### src/rtl/mux_scan_if.sv
// mux_scan_if: source/consumer-side signal bundle for mux_scan; MUX_SCAN_MASK_EN adds chan_mask.
// Latency: none, wiring only.
// Backpressure: out_valid/out_ready handshake on the sample side; start is a single-cycle request.
interface mux_scan_if #(
  parameter int WIDTH    = 8,
  parameter int CHANNELS = 4
);
  localparam int SELW = $clog2(CHANNELS);

  logic [CHANNELS*WIDTH-1:0] in_data;
  logic [SELW-1:0]           sel;
  logic                      mode;
  logic                      start;
  logic                      out_ready;
  logic                      out_valid;
  logic [WIDTH-1:0]          out_data;
  logic [SELW-1:0]           out_chan;
  logic                      busy;
`ifdef MUX_SCAN_MASK_EN
  logic [CHANNELS-1:0]       chan_mask;

  modport master (
    output in_data, sel, mode, start, out_ready, chan_mask,
    input  out_valid, out_data, out_chan, busy
  );
  modport slave (
    input  in_data, sel, mode, start, out_ready, chan_mask,
    output out_valid, out_data, out_chan, busy
  );
`else
  modport master (
    output in_data, sel, mode, start, out_ready,
    input  out_valid, out_data, out_chan, busy
  );
  modport slave (
    input  in_data, sel, mode, start, out_ready,
    output out_valid, out_data, out_chan, busy
  );
`endif
endinterface

### src/rtl/mux_scan.sv
// mux_scan: registered N-channel mux, manual select or ascending scan; MUX_SCAN_MASK_EN adds a scan channel mask.
// Latency: start -> first sample valid one cycle later; scan then delivers one sample per cycle.
// Backpressure: out_ready low freezes all outputs; start is ignored (not queued) while busy.
module mux_scan #(
  parameter int WIDTH    = 8,
  parameter int CHANNELS = 4
) (
  input  logic      clk,
  input  logic      rst_n,
  mux_scan_if.slave bus
);
  localparam int SELW = $clog2(CHANNELS);

  typedef enum logic {IDLE, HOLD} state_t;

  state_t            state;
  logic              mode_q;
  logic              valid_q;
  logic [WIDTH-1:0]  data_q;
  logic [SELW-1:0]   chan_q;

  logic              start_ok;
  logic              nxt_found;
  logic [SELW-1:0]   first_chan;
  logic [SELW-1:0]   nxt_chan;
  logic [SELW-1:0]   cap_chan;
  logic [WIDTH-1:0]  cap_data;

`ifdef MUX_SCAN_MASK_EN
  logic [CHANNELS-1:0] mask_q;

  // Descending walk so the lowest qualifying index wins.
  always_comb begin
    first_chan = '0;
    nxt_chan   = '0;
    nxt_found  = 1'b0;
    for (int i = CHANNELS - 1; i >= 0; i--) begin
      if (bus.chan_mask[i]) first_chan = SELW'(i);
      if (mask_q[i] && (i > int'(chan_q))) begin
        nxt_chan  = SELW'(i);
        nxt_found = 1'b1;
      end
    end
  end

  assign start_ok = !bus.mode || (|bus.chan_mask);
`else
  assign first_chan = '0;
  assign nxt_found  = (chan_q != SELW'(CHANNELS - 1));
  assign nxt_chan   = chan_q + SELW'(1);
  assign start_ok   = 1'b1;
`endif

  // Out-of-range indices fall through every compare and yield zero data.
  always_comb begin
    cap_chan = (state == IDLE) ? (bus.mode ? first_chan : bus.sel) : nxt_chan;
    cap_data = '0;
    for (int i = 0; i < CHANNELS; i++) begin
      if (int'(cap_chan) == i) cap_data = bus.in_data[i*WIDTH +: WIDTH];
    end
  end

  always_ff @(posedge clk or negedge rst_n) begin
    if (!rst_n) begin
      state   <= IDLE;
      mode_q  <= 1'b0;
      valid_q <= 1'b0;
      data_q  <= '0;
      chan_q  <= '0;
`ifdef MUX_SCAN_MASK_EN
      mask_q  <= '0;
`endif
    end else begin
      case (state)
        IDLE: begin
          if (bus.start && start_ok) begin
            mode_q  <= bus.mode;
`ifdef MUX_SCAN_MASK_EN
            mask_q  <= bus.chan_mask;
`endif
            valid_q <= 1'b1;
            data_q  <= cap_data;
            chan_q  <= cap_chan;
            state   <= HOLD;
          end
        end
        HOLD: begin
          if (bus.out_ready) begin
            // Scan continues without a bubble; otherwise this acceptance ends the request.
            if (mode_q && nxt_found) begin
              data_q <= cap_data;
              chan_q <= cap_chan;
            end else begin
              valid_q <= 1'b0;
              state   <= IDLE;
            end
          end
        end
        default: state <= IDLE;
      endcase
    end
  end

  assign bus.out_valid = valid_q;
  assign bus.out_data  = data_q;
  assign bus.out_chan  = chan_q;
  assign bus.busy      = (state != IDLE);
endmodule

### src/flat_wrapper.sv
// flat-port wrapper written by rule: the top's interface ports become plain ports
module mux_scan_flat 
#(
  parameter int WIDTH    = 8,
  parameter int CHANNELS = 4
)
  (clk, rst_n, bus_in_data, bus_sel, bus_mode, bus_start, bus_out_ready, bus_out_valid, bus_out_data, bus_out_chan, bus_busy);
  mux_scan_if #(.WIDTH(WIDTH), .CHANNELS(CHANNELS)) bus_i ();
  input  logic clk;
  input  logic rst_n;
  input wire logic [$bits(bus_i.in_data)-1:0] bus_in_data;
  input wire logic [$bits(bus_i.sel)-1:0] bus_sel;
  input wire logic [$bits(bus_i.mode)-1:0] bus_mode;
  input wire logic [$bits(bus_i.start)-1:0] bus_start;
  input wire logic [$bits(bus_i.out_ready)-1:0] bus_out_ready;
  output wire logic [$bits(bus_i.out_valid)-1:0] bus_out_valid;
  output wire logic [$bits(bus_i.out_data)-1:0] bus_out_data;
  output wire logic [$bits(bus_i.out_chan)-1:0] bus_out_chan;
  output wire logic [$bits(bus_i.busy)-1:0] bus_busy;
  assign bus_i.in_data = bus_in_data;
  assign bus_i.sel = bus_sel;
  assign bus_i.mode = bus_mode;
  assign bus_i.start = bus_start;
  assign bus_i.out_ready = bus_out_ready;
  assign bus_out_valid = bus_i.out_valid;
  assign bus_out_data = bus_i.out_data;
  assign bus_out_chan = bus_i.out_chan;
  assign bus_busy = bus_i.busy;
  mux_scan #(.WIDTH(WIDTH), .CHANNELS(CHANNELS)) u_core (.clk(clk), .rst_n(rst_n), .bus(bus_i));
endmodule
### config.mk
export PLATFORM = sky130hd
export DESIGN_NAME = mux_scan_flat
export DESIGN_NICKNAME = d
export VERILOG_FILES = /design/src/rtl/mux_scan_if.sv /design/src/rtl/mux_scan.sv /design/src/flat_wrapper.sv
export SDC_FILE = /design/constraint.sdc
export NUM_CORES = 1
export LEC_CHECK = 0
export ABC_CLOCK_PERIOD_IN_PS = 1600
export CORE_MARGIN = 8
export CORE_UTILIZATION = 32
export DETAILED_ROUTE_END_ITERATION = 16
export GPL_TIMING_DRIVEN = 0
export PLACE_DENSITY = 0.74
export SYNTH_ARGS = -nofsm -noshare
export SYNTH_HDL_FRONTEND = slang
export SYNTH_SLANG_ARGS = --single-unit
### constraint.sdc
create_clock -name clk -period 1.6 [get_ports clk]
set_clock_uncertainty 0.2 [all_clocks]
set_input_delay 0.24 -clock clk [delete_from_list [all_inputs] [get_ports clk]]
set_output_delay 0.24 -clock clk [all_outputs]
set_load 0.02 [all_outputs]
Yosys cells after proc, flatten, opt, wreduce, memory -nomap -nowiden
Index checks and enable logic that the tools add are counted.
{"block": "classes", "add_sub_neg": 1, "eq_ne": 8, "muxes": 22, "bitwise": 1, "n_reduce_logical": 5}
{"cell": "$mux W8", "n": 7}
{"cell": "$pmux W8 S2", "n": 1}
{"cell": "$mux W2", "n": 5}
{"cell": "$ne A2 B2 Y1 const B", "n": 5}
{"cell": "$mux W1", "n": 6}
{"cell": "$reduce_and A3 Y1", "n": 2}
{"cell": "$eq A2 B2 Y1 const B", "n": 2}
{"cell": "$pmux W1 S2", "n": 2}
{"cell": "$pmux W2 S2", "n": 1}
{"cell": "$add A2 B1 Y2 const B", "n": 1}
{"cell": "$eq A2 B1 Y1 const B", "n": 1}
{"cell": "$logic_not A2 Y1", "n": 1}
{"cell": "$reduce_and A2 Y1", "n": 1}
{"cell": "$logic_and A1 B1 Y1", "n": 1}
{"cell": "$not A1 Y1", "n": 1}
{"block": "word_totals", "ff_bits": 13, "input_bits": 39, "out_inout_bits": 12, "wordCells": 42}

Logic depth before layout (Yosys ltp)
{"block": "logic_depth", "ltp_word": 10, "ltp_mapped": 6, "ltp_nobuf": 5}

Worst setup path before layout
No wires, ideal clock.
{"block": "synth_timing", "path_kind": "register to register", "start": "register u_core.chan_q[0], in the netlist u_core.bus.out_chan[0]", "end": "register u_core.data_q[3], in the netlist u_core.bus.out_data[3]", "setup_time_ps": 94, "arrival_ps": 1565, "required_time_ps": 1306, "setup_slack_ps": -259, "path_stages_with_launch": 7, "n_path_buf": 1, "synth_period_minus_slack_ps": 1859, "path_cell_list": "dfrtp_1 -> ha_1 -> nand2b_1 -> o21ai_4 -> buf_4 -> nor2_1 -> a221oi_2"}
{"block": "synth_between", "elab_chain_len": 10, "elab_cells_between_ends": 18, "classes_between": "add/sub: 1; eq/ne: 5; mux: 9; reduce/logical: 3"}
{"item": "start: declaration", "line_no": "mux_scan.sv:20", "rtl": "logic [SELW-1:0] chan_q;"}
{"item": "start signal: assignment", "line_no": "mux_scan.sv:83", "rtl": "chan_q <= cap_chan;"}
{"item": "start signal: assignment", "line_no": "mux_scan.sv:92", "rtl": "chan_q <= cap_chan;"}
{"item": "$add A2 B1 Y2", "line_no": "mux_scan.sv:50", "rtl": "assign nxt_chan = chan_q + SELW'(1);"}
{"item": "$mux W2", "line_no": "mux_scan.sv:56", "rtl": "cap_chan = (state == IDLE) ? (bus.mode ? first_chan : bus.sel) : nxt_chan;"}
{"item": "$logic_not A2 Y1", "line_no": "mux_scan.sv:59", "rtl": "if (int'(cap_chan) == i) cap_data = bus.in_data[i*WIDTH +: WIDTH];"}
{"item": "$mux W8 (4 in a row)", "line_no": "mux_scan.sv:59"}
{"item": "$mux W8", "line_no": "mux_scan.sv:90", "rtl": "if (mode_q && nxt_found) begin"}
{"item": "$mux W8", "line_no": "mux_scan.sv:88", "rtl": "if (bus.out_ready) begin"}
{"item": "$pmux W8 S2", "line_no": "mux_scan.sv:74", "rtl": "case (state)"}
{"item": "end signal: assignment", "line_no": "mux_scan.sv:82", "rtl": "data_q <= cap_data;"}
{"item": "end signal: assignment", "line_no": "mux_scan.sv:91", "rtl": "data_q <= cap_data;"}
{"item": "end: declaration", "line_no": "mux_scan.sv:19", "rtl": "logic [WIDTH-1:0] data_q;"}
Several ways; a longest one is shown, not always the timed one. The select of a mux whose other input is x is not followed.
A chain may end at the register's enable or synchronous reset.

Worst setup path after layout
{"block": "layout_timing", "start": "register u_core.chan_q[1], in the netlist u_core.bus.out_chan[1]", "end": "register u_core.data_q[1], in the netlist u_core.bus.out_data[1]"}
The elaborated chain is that of the path after synthesis.

==> results.toml <==
[yosys]
synthMuxAreaShare_pct = 12.7
synth_edf_count = 0
synth_largest_area_cell = "dfrtp_1"
synth.top_cell.area_share_pct = 40.2
syn_area_per_cell_um2 = 11.1
ys_async_sr_fraction_pct = 100
synth-seq-area-share_pct = 40.2
synth_warnings = 0
yosys-top-cells-count = "dfrtp_1, nor2_1, a221oi_2, mux2i_1, o22ai_1"
synth_area_leaders = "dfrtp_1, a221oi_2, mux2i_1"
synth.most_common_cell = "dfrtp_1"
synth_compound_area_share_pct = 28.8
ys_ff_latch = 13
synth-adder-area-share_pct = 1.55
ys.flop_type = "dfrtp_1"
synth_xor_area_share_pct = 0
synth_nets = 113
synth_area_um2 = 808
synth_top_family_by_area = "compound AO/OA/AOI/OAI gates"
ys_types = 19
syn_inst = 73
synth_simple_gate_area_share_pct = 11.6

[timing]
period_needed_ns = 1.74
relSlewSlack_pct = 58.8
tns_ns = -1.28
tightest_slew_ns = 0.617
hold_viol = 0
fin_crit_sh_pct = 109
hold_slack_ns = 0.150
setup_viol = 10
slew_violations = 0
max_freq_mhz = 573
rsz0062_at_grt = "true"
setup_ws_ns = -0.144

[finish]
multi_input_area_um2 = 522
drive_gt1_share_pct = 28.1
final_core_util_pct = 62.1
layout.cells.non_filler = 165
area_delta_synth_final_pct = 86.8
final_net_count = 176
design_area_um2 = 1510
diodes = 0
fillers = 213
seq_area_um2 = 327

[cts]
cts_buffer_depth = 2
htree_levels = 1
cts-root-buf = "clkbuf_4"
cts_buffers = 3
cts_tree = "yes"
clock_latency_ns = 0.27
clk_pin_slew_worst_paths_ns = 0.08
ctsHoldBuffers = 0
clock-sinks = 13

[power_and_ir_drop]
p_switching_mw = 1.27
peakVddDrop_mv = 1.05
p_clk_share_pct = 7.2
swShare_pct = 44.2
internal_power_mw = 1.60
leakage_nw = 0.625
pwr-share-seq_pct = 21.5
p_comb_share_pct = 71.3
powerDensity_nw_per_um2 = 1900

[place]
dp_hpwl_mm = 2.06
dp.cells = 153
placed_area_um2 = 1370
portBuffers = 50
gp_congestion = 0.752

[die]
die_area_um2 = 4390
std_cell_rows = 18
fp.dieH_um = 66.3
die_x_um = 66.3
io_pins = 51
core_area_um2 = 2430
start_util_pct = 33.2

[worst_setup_path]
rr_worst_depth = 6
slowest_stage = "dfrtp_1"
cp.arrival_ns = 1.70
worst_setup_path_end_kind = "flip-flop"
worstPathRequired_ns = 1.56
worstPathCellList = "ha_4 > nand2b_4 > o21ai_4 > o211a_1 > buf_4 > a221oi_2"
cp-start-kind = "flip-flop"
slowest_delay_ns = 0.44
worstSetupPathType = "reg2reg"
crit_fanout = 5

[route]
wl_per_cell_um = 18.3
drt-total-wl_mm = 3.03
remaining_drc_errors = 0
viasPerCell = 5.10
via_count = 841
drtPass1Iterations = 6
drtIter0Drc = 37
ant_nets = 0

[global_routing]
grt_pass1_vias = 868
antenna_found_initial = 0
grt_use_total_pct = 11.6
grt_overflow = 0
grt_max_degree = 14
grt_pass1_wl_mm = 3.96

[min_path]
min_path_type = "in2async"

[run]
drv_cap = 0

[outcome]
violations = "negative setup slack"
status = "finished with violations"
[per-stage QoR]
step / setup WS, ns / total power, mW
after CTS: -0.124 / 2.57
after floorplan: -0.129 / 1.77
after global routing: -0.227 / 3.04
final: -0.144 / 2.87
after global placement: -0.404 / 2.36
after detailed placement: -0.433 / 2.39
[flip-flops by register name (all words and copies together), names as in the netlist]
signal,flops
u_core.bus.out_chan,2
u_core.mode_q,1
u_core.bus.out_data,8
u_core.bus.out_valid,1
u_core.bus.busy,1
[power groups by stage]
| stage | Clock [mW] | Sequential [mW] | Combinational, mW |
|---|---|---|---|
| 3_5_place_dp | 0 | 0.624 | 1.77 |
| 4_1_cts | 0.211 | 0.601 | 1.76 |
| 2_1_floorplan | 0 | 0.792 | 0.979 |
| 5_1_grt | 0.232 | 0.631 | 2.18 |
| 6_report | 0.206 | 0.618 | 2.05 |
| 3_3_place_gp | 0 | 0.613 | 1.74 |
[what timing repair did]
item / 4_1_cts / 5_1_grt
pin swaps: 2 / 6
cloned: 0 / 2
buffers inserted: 4 / 2
setup endpoints to repair: 22 / 11
resized for setup: 14 / 16
[routing by layer]
| layer | share of wire (%) | global-route usage (%) | vias to the layer above |
|---|---|---|---|
| met3 | 8.7 | 5.08 | 0 |
| met1 | 38 | 12.8 | 408 |
| met5 | 0 | 0 | - |
| li1 | - | - | 406 |
| met4 | 0 | 2.40 | 0 |
| met2 | 53 | 20.1 | 27 |
[logic make-up (layout without fill, tap and decap cells)]
family,count (synthesis),in the layout
muxes,10,10
buffers and inverters,5,67
DFF,13,13
and+or+nand+nor,22,22
adders and majority gates,1,1
AOI/OAI and AO/OA,22,22
[cells in the final DEF, fill, tap and decap left out, drive strengths merged, types with 4 or more instances in the layout]
master         netlist  routed
clkdlybuf4s50        0      38
dfrtp               13      13
buf                  4      12
nor2                11      11
dlygate4sd2          0      11
a221oi               8       8
mux2i                8       8
o22ai                8       8
nand2                6       6
clkbuf               0       5
nand2b               4       4
[final cells by class]
cell class,count,share of cell area (%)
multi-input cells,55,34.5
well taps,30,2.49
inverters,1,0.249
flip-flops and latches,13,21.6
plain buffers,4,2.98
clock buffers,4,1.74
repair buffers,58,36.4
[worst max-delay path, delay by kind of cell (launching register included)]
family                   cells  cell delay (ns)
AO/OA/AOI/OAI                3             0.51
adder cells (fa/ha/maj)      1             0.18
flip-flops                   1             0.44
buffers and inverters        1             0.16
AND/OR/NAND/NOR              1             0.14
[path summary, 6_finish.rpt]
kind,start,slack [ns],endpoint
max,u_core.bus.out_chan[1]$_DFFE_PN0P_,-0.14,u_core.bus.out_data[1]$_DFFE_PN0P_
min,rst_n,0.15,u_core.mode_q$_DFFE_PN0P_
max reg2reg,u_core.bus.out_chan[1]$_DFFE_PN0P_,-0.14,u_core.bus.out_data[1]$_DFFE_PN0P_
min reg2reg,u_core.bus.out_valid$_DFFE_PN0P_,0.34,u_core.bus.out_valid$_DFFE_PN0P_
max in group asynchronous,rst_n,0.62,u_core.bus.out_chan[0]$_DFFE_PN0P_
min in group clk,u_core.bus.out_valid$_DFFE_PN0P_,0.34,u_core.bus.out_valid$_DFFE_PN0P_
(Power assumes the default switching activity.)
